**config.mk**
```make
export PLATFORM = sky130hd
export DESIGN_NAME = down5bit_counter
export DESIGN_NICKNAME = d
export VERILOG_FILES = /design/src/rtl/down5bit_counter.sv
export SDC_FILE = /design/constraint.sdc
export NUM_CORES = 1
export LEC_CHECK = 0
export ABC_CLOCK_PERIOD_IN_PS = 2100
export BUFFER_PORTS_ARGS = -buffer_cell sky130_fd_sc_hd__buf_2
export CORE_MARGIN = 5
export CORE_UTILIZATION = 50
export DETAILED_ROUTE_END_ITERATION = 8
export GPL_ROUTABILITY_DRIVEN = 1
export PLACE_DENSITY = 0.75
export REMOVE_ABC_BUFFERS = 1
export SETUP_SLACK_MARGIN = 0.05
export SLEW_MARGIN = 30
export SYNTH_ARGS = -nofsm -noshare
export SYNTH_HDL_FRONTEND = slang
export SYNTH_SLANG_ARGS = --single-unit
export TNS_END_PERCENT = 1
```
**constraint.sdc**
```tcl
create_clock -name clk -period 2.1 [get_ports clk]
set_input_delay 0 -clock clk [delete_from_list [all_inputs] [get_ports clk]]
set_output_delay 0 -clock clk [all_outputs]
set_load 0.05 [all_outputs]
```
**src/rtl/down5bit_counter.sv**
```systemverilog
// Loadable down counter with start/stop, terminal-count pulse and optional auto-reload.
// Optional reload event counter output enabled by DOWN5BIT_COUNTER_RELOAD_CNT_EN.
//
// state | meaning
// IDLE  | stopped, out holds its value
// RUN   | counting down, reload or finish at zero
// DONE  | one-shot finished, out held at 0
module down5bit_counter #(
    parameter int                 WIDTH          = 5,
    parameter logic [WIDTH-1:0]   RELOAD_DEFAULT = 5'd31
) (
    input  logic             clk,
    input  logic             reset,
    input  logic             load,
    input  logic [WIDTH-1:0] load_val,
    input  logic             start,
    input  logic             stop,
    input  logic             auto_reload,
    output logic [WIDTH-1:0] out,
    output logic             tc,
    output logic             busy
`ifdef DOWN5BIT_COUNTER_RELOAD_CNT_EN
    ,
    output logic [7:0]       reload_cnt
`endif
);

    typedef enum logic [1:0] {IDLE, RUN, DONE} state_t;

    state_t           state, state_nxt;
    logic [WIDTH-1:0] reload_reg, reload_nxt, out_nxt;
    logic             tc_nxt;
`ifdef DOWN5BIT_COUNTER_RELOAD_CNT_EN
    logic [7:0]       cnt_nxt;
`endif

    always_ff @(posedge clk or negedge reset) begin
        if (!reset) begin
            state      <= IDLE;
            out        <= RELOAD_DEFAULT;
            reload_reg <= RELOAD_DEFAULT;
            tc         <= 1'b0;
`ifdef DOWN5BIT_COUNTER_RELOAD_CNT_EN
            reload_cnt <= 8'd0;
`endif
        end else begin
            state      <= state_nxt;
            out        <= out_nxt;
            reload_reg <= reload_nxt;
            tc         <= tc_nxt;
`ifdef DOWN5BIT_COUNTER_RELOAD_CNT_EN
            reload_cnt <= cnt_nxt;
`endif
        end
    end

    always_comb begin
        state_nxt  = state;
        out_nxt    = out;
        reload_nxt = reload_reg;
        tc_nxt     = 1'b0;
`ifdef DOWN5BIT_COUNTER_RELOAD_CNT_EN
        cnt_nxt    = reload_cnt;
`endif
        if (load) begin
            out_nxt    = load_val;
            reload_nxt = load_val;
            state_nxt  = IDLE;
`ifdef DOWN5BIT_COUNTER_RELOAD_CNT_EN
            cnt_nxt    = 8'd0;
`endif
        end else begin
            case (state)
                IDLE: begin
                    if (start && !stop)
                        state_nxt = RUN;
                end
                RUN: begin
                    if (stop) begin
                        state_nxt = IDLE;
                    end else if (out != '0) begin
                        out_nxt = out - WIDTH'(1);
                    end else begin
                        // zero never underflows: it always reloads or finishes
                        tc_nxt = 1'b1;
                        if (auto_reload) begin
                            out_nxt = reload_reg;
`ifdef DOWN5BIT_COUNTER_RELOAD_CNT_EN
                            if (reload_cnt != 8'hFF)
                                cnt_nxt = reload_cnt + 8'd1;
`endif
                        end else begin
                            state_nxt = DONE;
                        end
                    end
                end
                DONE: begin
                    if (!stop && start) begin
                        out_nxt   = reload_reg;
                        state_nxt = RUN;
                    end
                end
                default: state_nxt = IDLE;
            endcase
        end
    end

    assign busy = (state == RUN);

endmodule
```
==> results of run 1 <==
cells in the mapped netlist (2+ instances only):
cell | number | area, um^2
nor2b_1 | 4 | 25.02
nor3_1 | 2 | 10.01
nor3b_1 | 2 | 15.01
clkbuf_1 | 2 | 7.510
nor4b_1 | 2 | 17.52
nand3b_1 | 2 | 15.01
a21oi_1 | 4 | 20.02
nor2_1 | 2 | 7.510
a22oi_1 | 2 | 15.01
nand2_1 | 8 | 30.03
o311ai_1 | 2 | 17.52
dfstp_2 | 10 | 262.8
nand2b_1 | 3 | 18.77
or4b_1 | 2 | 20.02
or4_1 | 2 | 15.01
inv_1 | 6 | 22.52
o21ai_0 | 7 | 35.03
dfrtp_1 | 3 | 75.07
stage by stage:
stage	hold slack (ns)	instance area, um^2	total power (uW)	util
after floorplan	-0.2956	762.0	421.6	-
after detailed placement	-0.09815	882.1	472.2	0.5924
final	0.007283	983.4	637.0	0.6605
after global placement	-0.1025	882.1	468.5	0.5924
after global routing	0.03614	983.4	675.4	0.6605
after CTS	0.005045	979.7	639.7	0.6580
logic make-up after synthesis:
logic type / Yosys count / synth area share
compound gates: 19 / 0.1874
xor+xnor: 1 / 0.01131
fa+ha+maj: 1 / 0.01615
buf+inv: 9 / 0.04523
flops: 13 / 0.4362
mux: 2 / 0.02746
simple gates: 34 / 0.2762
cell type report:
cell class	instances	share of cell area
Multi-Input combinational cell	57	0.4122
Clock inverter	1	0.005089
Tap cell	16	0.02036
Sequential cell	13	0.3435
Inverter	6	0.02290
Timing Repair Buffer	26	0.1730
Clock buffer	3	0.02290
repair_timing:
item | in CTS | in global routing
gates resized for setup | 0 | 1
setup endpoints to repair | 0 | 3
hold buffers | 7 | 0
hold endpoints to repair | 24 | 0
power by group through the flow:
stage	registers [uW]	clock network (uW)	logic [uW]
floorplan	346	0	75.7
global placement	311	0	158
detailed placement	312	0	160
CTS	308	161	171
global route	313	174	188
finish	309	158	170
routing by layer:
metal  vias up  GRT usage
met5         -          0
met4         0    0.08072
met3         5    0.03364
met2        23     0.2511
met1       321     0.2008
li1        342          -
worst max-delay path by stage:
| stage | start | end | slack (ns) | depth (start not counted) |
|---|---|---|---|---|
| floorplan | state[0] | out[2] | 0.009 | 4 |
| CTS | out[0] | out[1] | 0.16 | 6 |
| detailed placement | out[0] | out[0] | 0.18 | 6 |
| global placement | out[0] | out[2] | 0.22 | 6 |
| finish | out[0] | out[1] | 0.17 | 6 |
| global route | out[0] | out[0] | 0.07 | 6 |
worst max-delay path, stage by stage, from the launching register on:
cell,delay [ns]
dfstp_2,0.40
inv_1,0.05
ha_1,0.19
or4b_4,0.50
a221oi_4,0.47
nand3b_1,0.13
o311ai_1,0.10
==> results.json, run 1 <==
{
  "hp-class": "primary input to flip-flop",
  "first_pass_iters": 4,
  "synthArstFlopShare": 1.000,
  "powerDensity_mw_per_mm2": 647.7,
  "cts_buffers": 3,
  "vias_per_cell": 5.664,
  "hold_path_end": "state[1]",
  "cts_max_level": 1,
  "reg2regPathDepth": 6,
  "fillerInstances": 137,
  "fin_ws_ns": 0.1696,
  "ant_nets": 0,
  "synth_area_um2": 774.5,
  "leakagePower_uw": 0.0004376,
  "max_freq_ghz": 0.5180,
  "die_y_um": 49.36,
  "switching_share": 0.3323,
  "p_sw_uw": 211.6,
  "synth-seq-area-share": 0.4362,
  "dr_total_vias": 691,
  "finalMaxSlewViolations": 0,
  "dp.cells": 111,
  "grt_first_pass_wirelength_um": 3015,
  "peakVddDrop_uv": 564.9,
  "grt_max_degree": 23,
  "r2r_setup_slack_ns": 0.17,
  "top_layer_used": "met4",
  "place_ws_ns": 0.1789,
  "arrival_ns": 2.12,
  "clk_latency_ns": 0.28,
  "outcome": "finished clean",
  "drt-initial-drc-count": 5,
  "dieArea_mm2": 0.002436,
  "cts_tree": "done",
  "post_cts_buffers": 0,
  "rsz0062_at_grt": "false",
  "crit_type": "flip-flop to flip-flop",
  "dp_hpwl_um": 1245,
  "skew_ns": 0.002256,
  "met2_length_um": 793,
  "holdPathStages": 4,
  "dr_wl_met3_um": 108,
  "clockPowerShare": 0.248,
  "yosysUniqueCellTypes": 32,
  "routedLengthMet1_um": 755,
  "pwr-share-comb": 0.267,
  "critPathRequiredTime_ns": 2.29,
  "min_period_ns": 1.930,
  "seq_power_share": 0.485,
  "clockBufferDepth": 2,
  "period_share": 0.9192,
  "relSlewSlack": 0.6560,
  "maxCapViolCount": 0,
  "grt_pass1_vias": 673,
  "final_layout_size_suffix_gt1_frac": 0.3679,
  "cts-root-buf": "clkbuf_4",
  "grt.overflow.total": 0,
  "drc": 0,
  "syn_avg_cell_area_um2": 9.804,
  "clock_sinks": 13,
  "r2r-start": "out[0]",
  "areaGrowthSynthToFinish_pct": 26.98,
  "synth_edf_count": 0,
  "initial_core_util": 0.5202,
  "syn_inst": 79,
  "hold_viol_final": 0,
  "fp-row-count": 14,
  "intPower_uw": 425.4,
  "grtUsageTotal": 0.1589,
  "gp_congestion": 0.7991,
  "nets": 119,
  "end_kind": "flip-flop",
  "antenna_found_initial": 0,
  "hold_start": "auto_reload",
  "multi_input_area_um2": 405.4,
  "wl_per_cell_um": 13.89,
  "chipWidth_um": 49.36,
  "antenna_cells": 0,
  "setup-violations-final": 0,
  "worst-path-max-fanout": 8,
  "ios": 18,
  "tns_ns": 0,
  "ys_warn_count": 0,
  "synth_ff_type": "dfstp_2",
  "tightestPinTransition_ns": 0.5148,
  "port_buffers": 17,
  "ff_latch_area_um2": 337.8,
  "final_common_cell": "buf_2",
  "core_mm2": 0.001489,
  "clk_pin_slew_ns": 0.08,
  "start_kind": "flip-flop",
  "ys_seq_elements": 13,
  "r2r-end": "out[1]",
  "final_cells": 122,
  "final_cell_mix": "17 x buf_2, 10 x dfstp_2, 8 x nand2_1",
  "wl_um": 1695
}
(Power assumes the default switching activity.)
==> inputs of run 2 (changes only) <==
--- a/config.mk
+++ b/config.mk
@@ -11,6 +11,8 @@
 export CORE_UTILIZATION = 50
 export DETAILED_ROUTE_END_ITERATION = 8
 export GPL_ROUTABILITY_DRIVEN = 1
+export GPL_TIMING_DRIVEN = 0
+export HOLD_SLACK_MARGIN = 0.05
 export PLACE_DENSITY = 0.75
 export REMOVE_ABC_BUFFERS = 1
 export SETUP_SLACK_MARGIN = 0.05
==> run 2 against run 1 <==
  * Register-to-register slack is essentially flat
  * Sequential power about the same
  * Routed wire length shrank 0.77%
  * Via count fell by 0.14%
  * Design area increased by 0.89%
  * Sequential cell count did not move
  * Die area is the same
  * Worst hold slack improved by 0.10 ns
  * Critical path type unchanged
  * Critical endpoint unchanged
  * Largest power group unchanged
==> results.json, run 2 (same netlist as run 1, synthesis figures left out) <==
{
  "nets": 120,
  "dp.cells": 109,
  "leakagePower_uw": 0.0004379,
  "vias_per_cell": 5.610,
  "cts-root-buf": "clkbuf_4",
  "wl_um": 1682,
  "grt_first_pass_wirelength_um": 2932,
  "clk_latency_ns": 0.28,
  "p_sw_uw": 205.7,
  "outcome": "finished clean",
  "final_cell_mix": "17 x buf_2, 10 x dfstp_2, 8 x nand2_1, 8 x dlygate4sd3_1, 7 x o21ai_0",
  "cts_buffers": 3,
  "clockBufferDepth": 2,
  "clock_sinks": 13,
  "hp-class": "primary input to flip-flop",
  "period_share": 0.9143,
  "clockPowerShare": 0.243,
  "fillerInstances": 111,
  "start_kind": "flip-flop",
  "arrival_ns": 2.10,
  "min_period_ns": 1.920,
  "max_freq_ghz": 0.5208,
  "grt_pass1_vias": 642,
  "cp_cell_sequence": "inv_1 > ha_1 > or4b_4 > a221oi_4 > buf_4 > nand3b_1 > o311ai_1",
  "grt.overflow.total": 0,
  "hold_path_end": "state[1]",
  "port_buffers": 17,
  "dr_total_vias": 690,
  "cpMaxStageDelayCell": "or4b_4",
  "final_cells": 123,
  "peakVddDrop_uv": 392.8,
  "finalMaxSlewViolations": 0,
  "critPathRequiredTime_ns": 2.28,
  "dp_hpwl_um": 1182,
  "tns_ns": 0,
  "relSlewSlack": 0.5266,
  "r2r_setup_slack_ns": 0.18,
  "fp-row-count": 14,
  "grt_max_degree": 23,
  "switching_share": 0.3234,
  "tightestPinTransition_ns": 0.7006,
  "r2r-end": "out[1]",
  "worst-path-max-fanout": 6,
  "cp_slowest_stage_delay_ns": 0.53,
  "seq_power_share": 0.485,
  "grtUsageTotal": 0.1528,
  "r2r-start": "out[0]",
  "gp_congestion": 0.8395,
  "wl_per_cell_um": 13.67,
  "intPower_uw": 430.3,
  "rsz0062_at_grt": "false",
  "powerDensity_mw_per_mm2": 641.0,
  "dieArea_mm2": 0.002436,
  "final_layout_size_suffix_gt1_frac": 0.3551,
  "cts_tree": "done",
  "drt-initial-drc-count": 8,
  "initial_core_util": 0.5202,
  "hold_start": "start",
  "antenna_cells": 0,
  "hold_ws_ns": 0.1113,
  "core_mm2": 0.001489,
  "cts_max_level": 1,
  "power_uw": 636.0,
  "holdPathStages": 4,
  "crit_type": "flip-flop to flip-flop",
  "hold_viol_final": 0,
  "areaGrowthSynthToFinish_pct": 28.11,
  "drc": 0,
  "first_pass_iters": 4,
  "pwr-share-comb": 0.272,
  "reg2regPathDepth": 7,
  "maxCapViolCount": 0,
  "ant_nets": 0,
  "final_common_cell": "buf_2",
  "skew_ns": 0.0008746,
  "crit_start": "out[0]",
  "antenna_found_initial": 0,
  "die_y_um": 49.36,
  "ios": 18,
  "end_kind": "flip-flop",
  "clk_pin_slew_ns": 0.08,
  "chipWidth_um": 49.36,
  "utilization": 0.6664,
  "setup-violations-final": 0
}
## run 2: worst max-delay path, delay by kind of cell (launching register included)
kind	cells	cell delay, ns
flip-flops	1	0.39
AND/OR/NAND/NOR	2	0.61
AO/OA/AOI/OAI	2	0.41
buffers and inverters	2	0.22
adder cells (fa/ha/maj)	1	0.20
## run 2: metrics by stage
stage               setup slack (ns)  instance area, um^2
floorplan                   0.009417                762.0
global placement             0.08633                867.1
detailed placement           0.09085                867.1
CTS                          0.06587                973.4
global route                 0.08500                992.2
finish                        0.1799                992.2
## run 2: cell type report
cell class / instances / area (um^2) / area share
clock buffer: 4 / 26.28 / 0.02648
timing repair buffer: 27 / 180.2 / 0.1816
multi-input combinational: 57 / 405.4 / 0.4086
inverter: 6 / 22.52 / 0.02270
sequential: 13 / 337.8 / 0.3405
tap: 16 / 20.02 / 0.02018
## run 2: timing repair
item | in CTS | in global routing
hold buffers | 8 | 0
endpoints found under the hold margin | 26 | 0
buffers inserted | 0 | 2
setup endpoints to repair | 0 | 5
gates resized for setup | 0 | 1
## run 2: routing by layer
layer	up-vias	track usage	share of wire
met4	0	0.06726	0.019
li1	344	-	-
met5	-	0	0
met2	17	0.2275	0.47
met3	5	0.03364	0.058
met1	324	0.2091	0.46
## run 2: power groups by stage
stage                     Clock, uW  Sequential, uW  Combinational, uW
final                           155             309                173
after CTS                       157             308                170
after global placement            0             310                155
after detailed placement          0             312                158
after floorplan                   0             346               75.7
after global routing            173             313                192
## run 2: worst max-delay path by stage
stage / endpoint / slack (ns) / cells past startpoint
floorplan: out[2] / 0.009 / 4
global placement: out[2] / 0.09 / 6
detailed placement: out[0] / 0.09 / 6
CTS: out[1] / 0.07 / 6
global route: out[1] / 0.09 / 7
finish: out[1] / 0.18 / 7
